==> config.mk <==
export PLATFORM = sky130hd
export DESIGN_NAME = digit_bank
export DESIGN_NICKNAME = d
export VERILOG_FILES = /design/src/rtl/digit_bank.sv
export SDC_FILE = /design/constraint.sdc
export NUM_CORES = 1
export LEC_CHECK = 0
export BUFFER_PORTS_ARGS = -buffer_cell sky130_fd_sc_hd__buf_4
export CAP_MARGIN = 20
export CORE_ASPECT_RATIO = 0.9
export CORE_UTILIZATION = 50
export CTS_BUF_LIST = sky130_fd_sc_hd__clkbuf_8
export CTS_CLUSTER_DIAMETER = 80
export DETAILED_ROUTE_END_ITERATION = 8
export PLACE_DENSITY = 0.85
export SYNTH_ARGS = -nofsm -noshare
export SYNTH_HDL_FRONTEND = slang
export SYNTH_SLANG_ARGS = --single-unit
==> constraint.sdc <==
create_clock -name clk -period 2.2 [get_ports clk]
set_input_delay 0.11 -clock clk [delete_from_list [all_inputs] [get_ports clk]]
set_output_delay 0.11 -clock clk [all_outputs]
set_load 0.02 [all_outputs]
==> src/rtl/digit_bank.sv <==
// Eight-entry bank of 4-bit digit registers feeding the display multiplexer.
// Supports random-access writes, shift-in entry and pointer-based sequential writes.
module digit_bank #(
  parameter logic [3:0] RESET_VAL = 4'h0
) (
  input  logic       clk,
  input  logic       reset,
  input  logic       clr,
  input  logic       wr_en,
  input  logic [2:0] wr_addr,
  input  logic [3:0] wr_data,
  input  logic       push,
  input  logic       seq_wr,
  output logic [3:0] d0,
  output logic [3:0] d1,
  output logic [3:0] d2,
  output logic [3:0] d3,
  output logic [3:0] d4,
  output logic [3:0] d5,
  output logic [3:0] d6,
  output logic [3:0] d7,
  output logic [2:0] ptr,
  output logic       full,
  output logic       ack
);

  // Strobes are level-sampled with no backpressure: every edge that sees a
  // strobe executes one command, and ack is high the cycle after each such edge.
  // Lower-priority strobes in the same cycle are dropped.
  typedef enum logic [2:0] {
    CMD_NONE,
    CMD_CLR,
    CMD_WRITE,
    CMD_PUSH,
    CMD_SEQ
  } cmd_e;

  cmd_e       cmd;
  logic [3:0] dig_q [8];
  logic [3:0] dig_d [8];
  logic [2:0] ptr_q, ptr_d;
  logic [3:0] cnt_q, cnt_d;
  logic [3:0] cnt_inc;
  logic       full_q, full_d;
  logic       ack_q, ack_d;

  always_comb begin
    cmd = CMD_NONE;
    if (clr)         cmd = CMD_CLR;
    else if (wr_en)  cmd = CMD_WRITE;
    else if (push)   cmd = CMD_PUSH;
    else if (seq_wr) cmd = CMD_SEQ;
  end

  assign cnt_inc = (cnt_q == 4'd8) ? 4'd8 : cnt_q + 4'd1;

  always_comb begin
    dig_d = dig_q;
    ptr_d = ptr_q;
    cnt_d = cnt_q;
    ack_d = 1'b0;
    unique case (cmd)
      CMD_CLR: begin
        for (int i = 0; i < 8; i++) dig_d[i] = RESET_VAL;
        ptr_d = 3'd0;
        cnt_d = 4'd0;
        ack_d = 1'b1;
      end
      CMD_WRITE: begin
        dig_d[wr_addr] = wr_data;
        ack_d          = 1'b1;
      end
      CMD_PUSH: begin
        for (int i = 7; i > 0; i--) dig_d[i] = dig_q[i-1];
        dig_d[0] = wr_data;
        cnt_d    = cnt_inc;
        ack_d    = 1'b1;
      end
      CMD_SEQ: begin
        dig_d[ptr_q] = wr_data;
        ptr_d        = ptr_q + 3'd1;
        cnt_d        = cnt_inc;
        ack_d        = 1'b1;
      end
      default: ;
    endcase
    full_d = (cnt_d == 4'd8);
  end

  always_ff @(posedge clk) begin
    if (reset) begin
      for (int i = 0; i < 8; i++) dig_q[i] <= RESET_VAL;
      ptr_q  <= 3'd0;
      cnt_q  <= 4'd0;
      full_q <= 1'b0;
      ack_q  <= 1'b0;
    end else begin
      for (int i = 0; i < 8; i++) dig_q[i] <= dig_d[i];
      ptr_q  <= ptr_d;
      cnt_q  <= cnt_d;
      full_q <= full_d;
      ack_q  <= ack_d;
    end
  end

  assign d0   = dig_q[0];
  assign d1   = dig_q[1];
  assign d2   = dig_q[2];
  assign d3   = dig_q[3];
  assign d4   = dig_q[4];
  assign d5   = dig_q[5];
  assign d6   = dig_q[6];
  assign d7   = dig_q[7];
  assign ptr  = ptr_q;
  assign full = full_q;
  assign ack  = ack_q;

endmodule

==> metrics.md, run 1 <==
| Metric | Value |
|---|---|
| Syn_nets | 240 |
| Reg-to-Reg Start | ptr[2]$_SDFFE_PP0P_ |
| First-pass GRT wire length | around 9400 um |
| WP data arrival | approximately 2.1 ns |
| Sequential area share after synthesis | ~37% |
| Avg Inst Size Synth | about 9.9 sq um |
| Total track usage | between 20% and 30% |
| Inserted Diodes | 0 |
| DRT Pass-1 Iters | 5 |
| Static leakage | ~0.97 nW |
| Max-cap violation count | 0 |
| Hold_sp | wr_data[3] |
| Synth area leader | dfxtp_1 |
| DRC viols | 0 |
| Setup TNS | 0 ns |
| Main synth FF type | dfxtp_1 |
| Synth warn | 0 |
| Outcome | finished clean |
| Vert. Die Dim | about 65 um |
| Initial antenna violation count | 0 |
| Vias | 2,044 |
| CORE AREA | 0.004156 sq mm |
| GR Overflow Total | 0 |
| PortBufs | 49 |
| Largest net degree at the start of global routing | 29 |
| Asr flop ratio synth | 0% |
| Post-route ant nets | 0 |
| Period utilization | 87.11% |
| Die area | approximately 0.0047 sq mm |
| VDD IR max | 0.4267 mV |
| Site Rows | 22 |
| Clock buffer depth | 2 |
| CP Class | reg -> reg |
| Total Nets Final | roughly 280 |
| Crit path capture type | flip-flop |
| Placed instance area | between 0.002 and 0.003 sq mm |
| Slew Limit Fails | 0 |
| Yosys cell types | 60 |
| Critical Path RT | 2.39 ns |
| Routed WL | around 5700 um |
| RSZ-0062 raised after global routing | no |
| Yosys top cell area share | between 30 and 40% |
| Share of cells above drive strength 1 | between 20 and 30% |
| Slew @ Worst Pin | around 0.61 ns |
| Top cells by area, synth | dfxtp_1 (37%), o221ai_1 (6.3%), a221o_1 (5.4%) |
| Fill count | 355 |
| Htree depth | 2 |
| DP Wirelength | 4113 um |
| CTS buffer count | 5 |
| Syn Inst Count | about 220 |
| Slew HR | about three fifths |
| Critical path launch point type | flip-flop |
| Die Width | approximately 70 um |
| CTS tree | done |
| Flops & latches, synth | a little over 40 |
| Final instance area | around 0.0026 sq mm |
| Drt wl/cell | around 17 um |
| Gp weighted congestion | ~0.90 |
| Synth top cells by count | dfxtp_1 (41), inv_1 (21), o221ai_1 (16) |
| Final min period | about 1.9 ns |
| Vias in the first global route | about 2,000 |
| Final setup vio count | 0 |
| Clk_lat worst skew | around 0.31 ns |
| Most common cell in the synthesized netlist | dfxtp_1 |
| Resize count post-CTS | 0 |
| Hold Violations, Final | 0 |
| Fmax | 521.8 MHz |
| Max FO, Critical Path | 12 |
| Pwr Density | approximately 600 mW/mm^2 |
| Area delta synth->final | 18.98% |
| # IOs | 50 |
| Vias per Instance | 6.251 |
| Initial Utilization | between 50% and 60% |
| Clk_skew | 0.007910 ns |
| Crit. Startpoint | ptr[2]$_SDFFE_PP0P_ |
| Post-CTS setup buffers | 0 |
| Clock sink total | 41 |
| Root Driver | clkbuf_8 |
| Clock-pin transition on the worst setup and hold timing paths | 0.08 ns |
| DR iter-0 viols | roughly 230 |
| Cts hold-fix bufs | 0 |
| Number of synthesized flops with an enable pin | 0 |
| Class of the worst hold path | in -> reg |
| Post-Syn Area | 0.002215 sq mm |
[worst max-delay path, stage by stage (launching register included)]
cell and delay, ns:
dfxtp_1 0.52, or3b_2 0.50, a221o_2 0.41, a221o_1 0.37
[cell type report]
class                   instances  area, sq um  share of cell area (%)
clock inverters                 3        46.29                   1.757
multi-input cells             148         1177                   44.68
inverters                      21        78.83                   2.991
clock buffers                   5        68.82                   2.612
flip-flops and latches         41        820.8                   31.15
well taps                      60        75.07                   2.849
repair buffers                 49        367.9                   13.96
[per-stage QoR]
stage	instances	utilization, %	setup WS [ns]	total power, mW	hold slack (ns)
global route	327	63.40	0.2292	1.585	0.06699
global placement	319	60.63	0.3746	0.9333	0.3594
finish	327	63.40	0.2837	1.543	0.06049
detailed placement	319	60.63	0.3438	0.9354	0.3672
CTS	327	63.40	0.3041	1.543	0.05301
floorplan	224	-	0.4457	0.8807	0.2300
[power by group]
part / switching, mW / internal [mW] / total, mW / leakage [nW]
clock network: 0.282 / 0.340 / 0.621 / 0.0543
registers: 0.00934 / 0.752 / 0.761 / 0.331
logic: 0.0976 / 0.0628 / 0.160 / 0.586
[cells by family after synthesis]
group	synth area share (%)
multiplexers	0.9040
AND/OR/NAND/NOR	20.62
buffers and inverters	9.774
XOR/XNOR	1.187
AO/OA/AOI/OAI	28.76
adder cells (fa/ha/maj)	1.695
flip-flops	37.06
[worst paths after layout]
check	depth (start not counted)	slack [ns]	to
max	3	0.28	d4[3]$_SDFFE_PP0P_
min reg2reg	2	0.50	d7[1]$_SDFFE_PP0P_
max reg2reg	3	0.28	d4[3]$_SDFFE_PP0P_
min	2	0.06	d0[3]$_SDFFE_PP0P_
[routing by layer]
metal | vias to the layer above | global-route usage (%) | wire (um)
met5 | - | 0 | 0
li1 | 955 | - | -
met2 | 112 | 41.47 | 2681
met1 | 960 | 34.61 | 2444
met4 | 0 | 11.03 | 131
met3 | 17 | 4.755 | 454
[cell usage in the layout, fill, tap and decap left out, types with 3 or more instances in the layout]
cell type / synthesis / final
a32oi_1: 3 / 3
nand3b_1: 5 / 5
nand2_1: 9 / 9
nor2_1: 9 / 9
and2b_2: 3 / 3
o21ai_0: 3 / 3
inv_1: 21 / 21
o221ai_1: 16 / 16
a22o_1: 4 / 4
a211oi_1: 3 / 3
nor2b_1: 8 / 8
o21a_1: 3 / 3
ha_1: 3 / 3
nor4b_1: 3 / 3
o2bb2a_1: 4 / 4
clkbuf_8: 6 / 5
and2_1: 3 / 3
buf_4: 1 / 49
a22oi_1: 12 / 12
a221o_1: 12 / 12
dfxtp_1: 41 / 41
nand3_1: 3 / 3
a221o_2: 3 / 3
[sequential cells by signal, summed over array words and instances, names as in the netlist, 3 cells and up]
| signal | cells |
|---|---|
| d2 | 4 |
| d0 | 4 |
| d6 | 4 |
| d5 | 4 |
| d1 | 4 |
| cnt_q | 4 |
| d3 | 4 |
| d4 | 4 |
| ptr | 3 |
| d7 | 4 |
Power figures use the tool's default switching activity.
==> run 2, diff against run 1 <==
--- a/config.mk
+++ b/config.mk
@@ -8,11 +8,11 @@
 export BUFFER_PORTS_ARGS = -buffer_cell sky130_fd_sc_hd__buf_4
 export CAP_MARGIN = 20
 export CORE_ASPECT_RATIO = 0.9
-export CORE_UTILIZATION = 50
+export CORE_UTILIZATION = 40
 export CTS_BUF_LIST = sky130_fd_sc_hd__clkbuf_8
 export CTS_CLUSTER_DIAMETER = 80
 export DETAILED_ROUTE_END_ITERATION = 8
-export PLACE_DENSITY = 0.85
+export PLACE_DENSITY = 0.72
 export SYNTH_ARGS = -nofsm -noshare
 export SYNTH_HDL_FRONTEND = slang
 export SYNTH_SLANG_ARGS = --single-unit
==> metrics.md, run 2 (synthesis results as in run 1) <==
| Metric | Value |
|---|---|
| DRT Pass-1 Iters | 5 (unchanged) |
| Sw Pwr | 0.3772 mW (was 0.3887 mW) |
| DRC viols | 0 (unchanged) |
| Commonest non-fill, non-tap cell in the layout | buf_4 (unchanged) |
| Vert. Die Dim | 72.59 um (was 65.14 um) |
| Class of the worst hold path | in -> reg (unchanged) |
| Root Driver | clkbuf_8 (unchanged) |
| Die area | 0.005838 sq mm (was 0.004699 sq mm) |
| Total Nets Final | 283 (was 282) |
| Share of cells above drive strength 1 | 28.73% (was 28.46%) |
| Initial antenna violation count | 0 (unchanged) |
| Clock buffer depth | 2 (unchanged) |
| CP cell instances | nand3_1 -> a221oi_1 -> o221ai_1 (was or3b_2 -> a221o_2 -> a221o_1) |
| Initial Utilization | 41.89% (was 53.28%) |
| Cts hold-fix bufs | 0 (unchanged) |
| Largest net degree at the start of global routing | 29 (unchanged) |
| # IOs | 50 (unchanged) |
| Final setup vio count | 0 (unchanged) |
| First-pass GRT wire length | 9356 um (was 9404 um) |
| WP data arrival | 2.00 ns (was 2.11 ns) |
| Post-route ant nets | 0 (unchanged) |
| Drt wl/cell | 17.01 um (was 17.47 um) |
| Htree depth | 2 (unchanged) |
| Clk_lat worst skew | 0.30 ns (was 0.31 ns) |
| Fmax | 541.5 MHz (was 521.8 MHz) |
| Final min period | 1.847 ns (was 1.916 ns) |
| CORE AREA | 0.005286 sq mm (was 0.004156 sq mm) |
| Switching share of total power | 24.17% (was 25.20%) |
| Die Width | 80.43 um (was 72.15 um) |
| Largest stage delay, worst path | 0.63 ns (was 0.52 ns) |
| CTS tree | done (unchanged) |
| Outcome | finished clean (unchanged) |
| Total track usage | 20.89% (was 26.05%) |
| CP Class | reg -> reg (unchanged) |
| CP max stage cell | a221oi_1 (was dfxtp_1) |
| Hold Violations, Final | 0 (unchanged) |
| Fill count | 488 (was 355) |
| Commonest cells after routing, fill and taps aside | buf_4 (50), dfxtp_1 (41), inv_1 (21), o221ai_1 (16) (was buf_4 (49), dfxtp_1 (41), inv_1 (21), o221ai_1 (16)) |
| Setup TNS | 0 ns (unchanged) |
| Smallest hold slack | 0.04822 ns (was 0.06049 ns) |
| GR Overflow Total | 0 (unchanged) |
| Resize count post-CTS | 0 (unchanged) |
| Pwr Density | 587.5 mW/mm^2 (was 585.5 mW/mm^2) |
| Critical path launch point type | flip-flop (unchanged) |
| VDD IR max | 0.3193 mV (was 0.4267 mV) |
| Site Rows | 25 (was 22) |
| DR iter-0 viols | 190 (was 226) |
| CTS buffer count | 5 (unchanged) |
| Routed WL | 5697 um (was 5712 um) |
| Int Power | 1.183 mW (was 1.154 mW) |
| Max-cap violation count | 0 (unchanged) |
| Static leakage | 0.9798 nW (was 0.9713 nW) |
| RSZ-0062 raised after global routing | no (unchanged) |
| Slew Limit Fails | 0 (unchanged) |
| Power share of the clock group | 41.0% (was 40.3%) |
| Area delta synth->final | 19.94% (was 18.98%) |
| Critical Path RT | 2.35 ns (was 2.39 ns) |
| Period utilization | 83.95% (was 87.11%) |
| Post-CTS setup buffers | 0 (unchanged) |
| Vias | 2,003 (was 2,044) |
| Max FO, Critical Path | 13 (was 12) |
| Gp weighted congestion | 0.8674 (was 0.8984) |
| Clock sink total | 41 (unchanged) |
| Crit path capture type | flip-flop (unchanged) |
| Seq pwr share | 48.7% (was 49.3%) |
| Vias in the first global route | 1,885 (was 1,957) |
| Slew @ Worst Pin | 0.5800 ns (was 0.6057 ns) |
| PortBufs | 49 (unchanged) |
| Inserted Diodes | 0 (unchanged) |
| DP Wirelength | 4218 um (was 4113 um) |
| Vias per Instance | 5.979 (was 6.251) |
| Clock-pin transition on the worst setup and hold timing paths | 0.08 ns (about the same) |
| Slew HR | 60.79% (was 59.05%) |
| Clk_skew | 0.005896 ns (was 0.007910 ns) |
| Combinational Power Share | 10.2% (was 10.4%) |
## run 2: cell types whose count changed in the layout (fill, tap and decap cells not counted)
cell | before | now
buf_4 | 49 | 50
clkbuf_8 | 5 | 6
clkinv_4 | 1 | 0
## run 2: layout make-up
type	count	area, sq um	share of cell area, %
clock buffer	6	82.58	3.109
clock inverter	2	37.54	1.413
inverter	21	78.83	2.967
multi-input combinational	148	1177	44.32
sequential	41	820.8	30.90
tap	67	83.83	3.156
timing repair buffer	50	375.4	14.13
## run 2: power by group through the flow
stage / sequential (mW) / clock [mW] / combinational [mW]
final: 0.760 / 0.640 / 0.160
after global routing: 0.762 / 0.683 / 0.172
after CTS: 0.760 / 0.658 / 0.159
after detailed placement: 0.778 / 0 / 0.158
after global placement: 0.778 / 0 / 0.156
after floorplan: 0.787 / 0 / 0.0937
## run 2: final timing paths
kind / to / depth (start not counted) / from / slack [ns]
worst max-delay path: d7[1]$_SDFFE_PP0P_ / 3 / ptr[0]$_SDFFE_PP0P_ / 0.35
worst min-delay path: cnt_q[2]$_SDFF_PP0_ / 2 / reset / 0.05
worst max register to register: d7[1]$_SDFFE_PP0P_ / 3 / ptr[0]$_SDFFE_PP0P_ / 0.35
worst min register to register: d0[3]$_SDFFE_PP0P_ / 1 / d0[3]$_SDFFE_PP0P_ / 0.51
## run 2: through the flow
step	util (%)	cell area [sq um]	std cells	setup slack [ns]	total power, mW
3_3_place_gp	47.98	2536	327	0.4280	0.9337
4_1_cts	50.25	2656	335	0.3497	1.577
2_1_floorplan	-	2215	224	0.4457	0.8807
3_5_place_dp	47.98	2536	327	0.3649	0.9358
6_report	50.25	2656	335	0.3532	1.561
5_1_grt	50.25	2656	335	0.2395	1.617
## run 2: worst max-delay path, delay by kind of cell (launching register included)
family	cells	cell delay, ns
AOI/OAI and AO/OA	2	0.85
DFF	1	0.56
and+or+nand+nor	1	0.29
## run 2: per-layer routing
metal  track usage, %  part of all wire (%)  routed length, um  vias up
met3            4.500                   6.0                343       15
met2            32.30                    46               2612       77
met4            9.127                   2.2                124        0
met1            27.99                    46               2617      956
met5                0                     0                  0        -
li1                 -                     -                  -      955
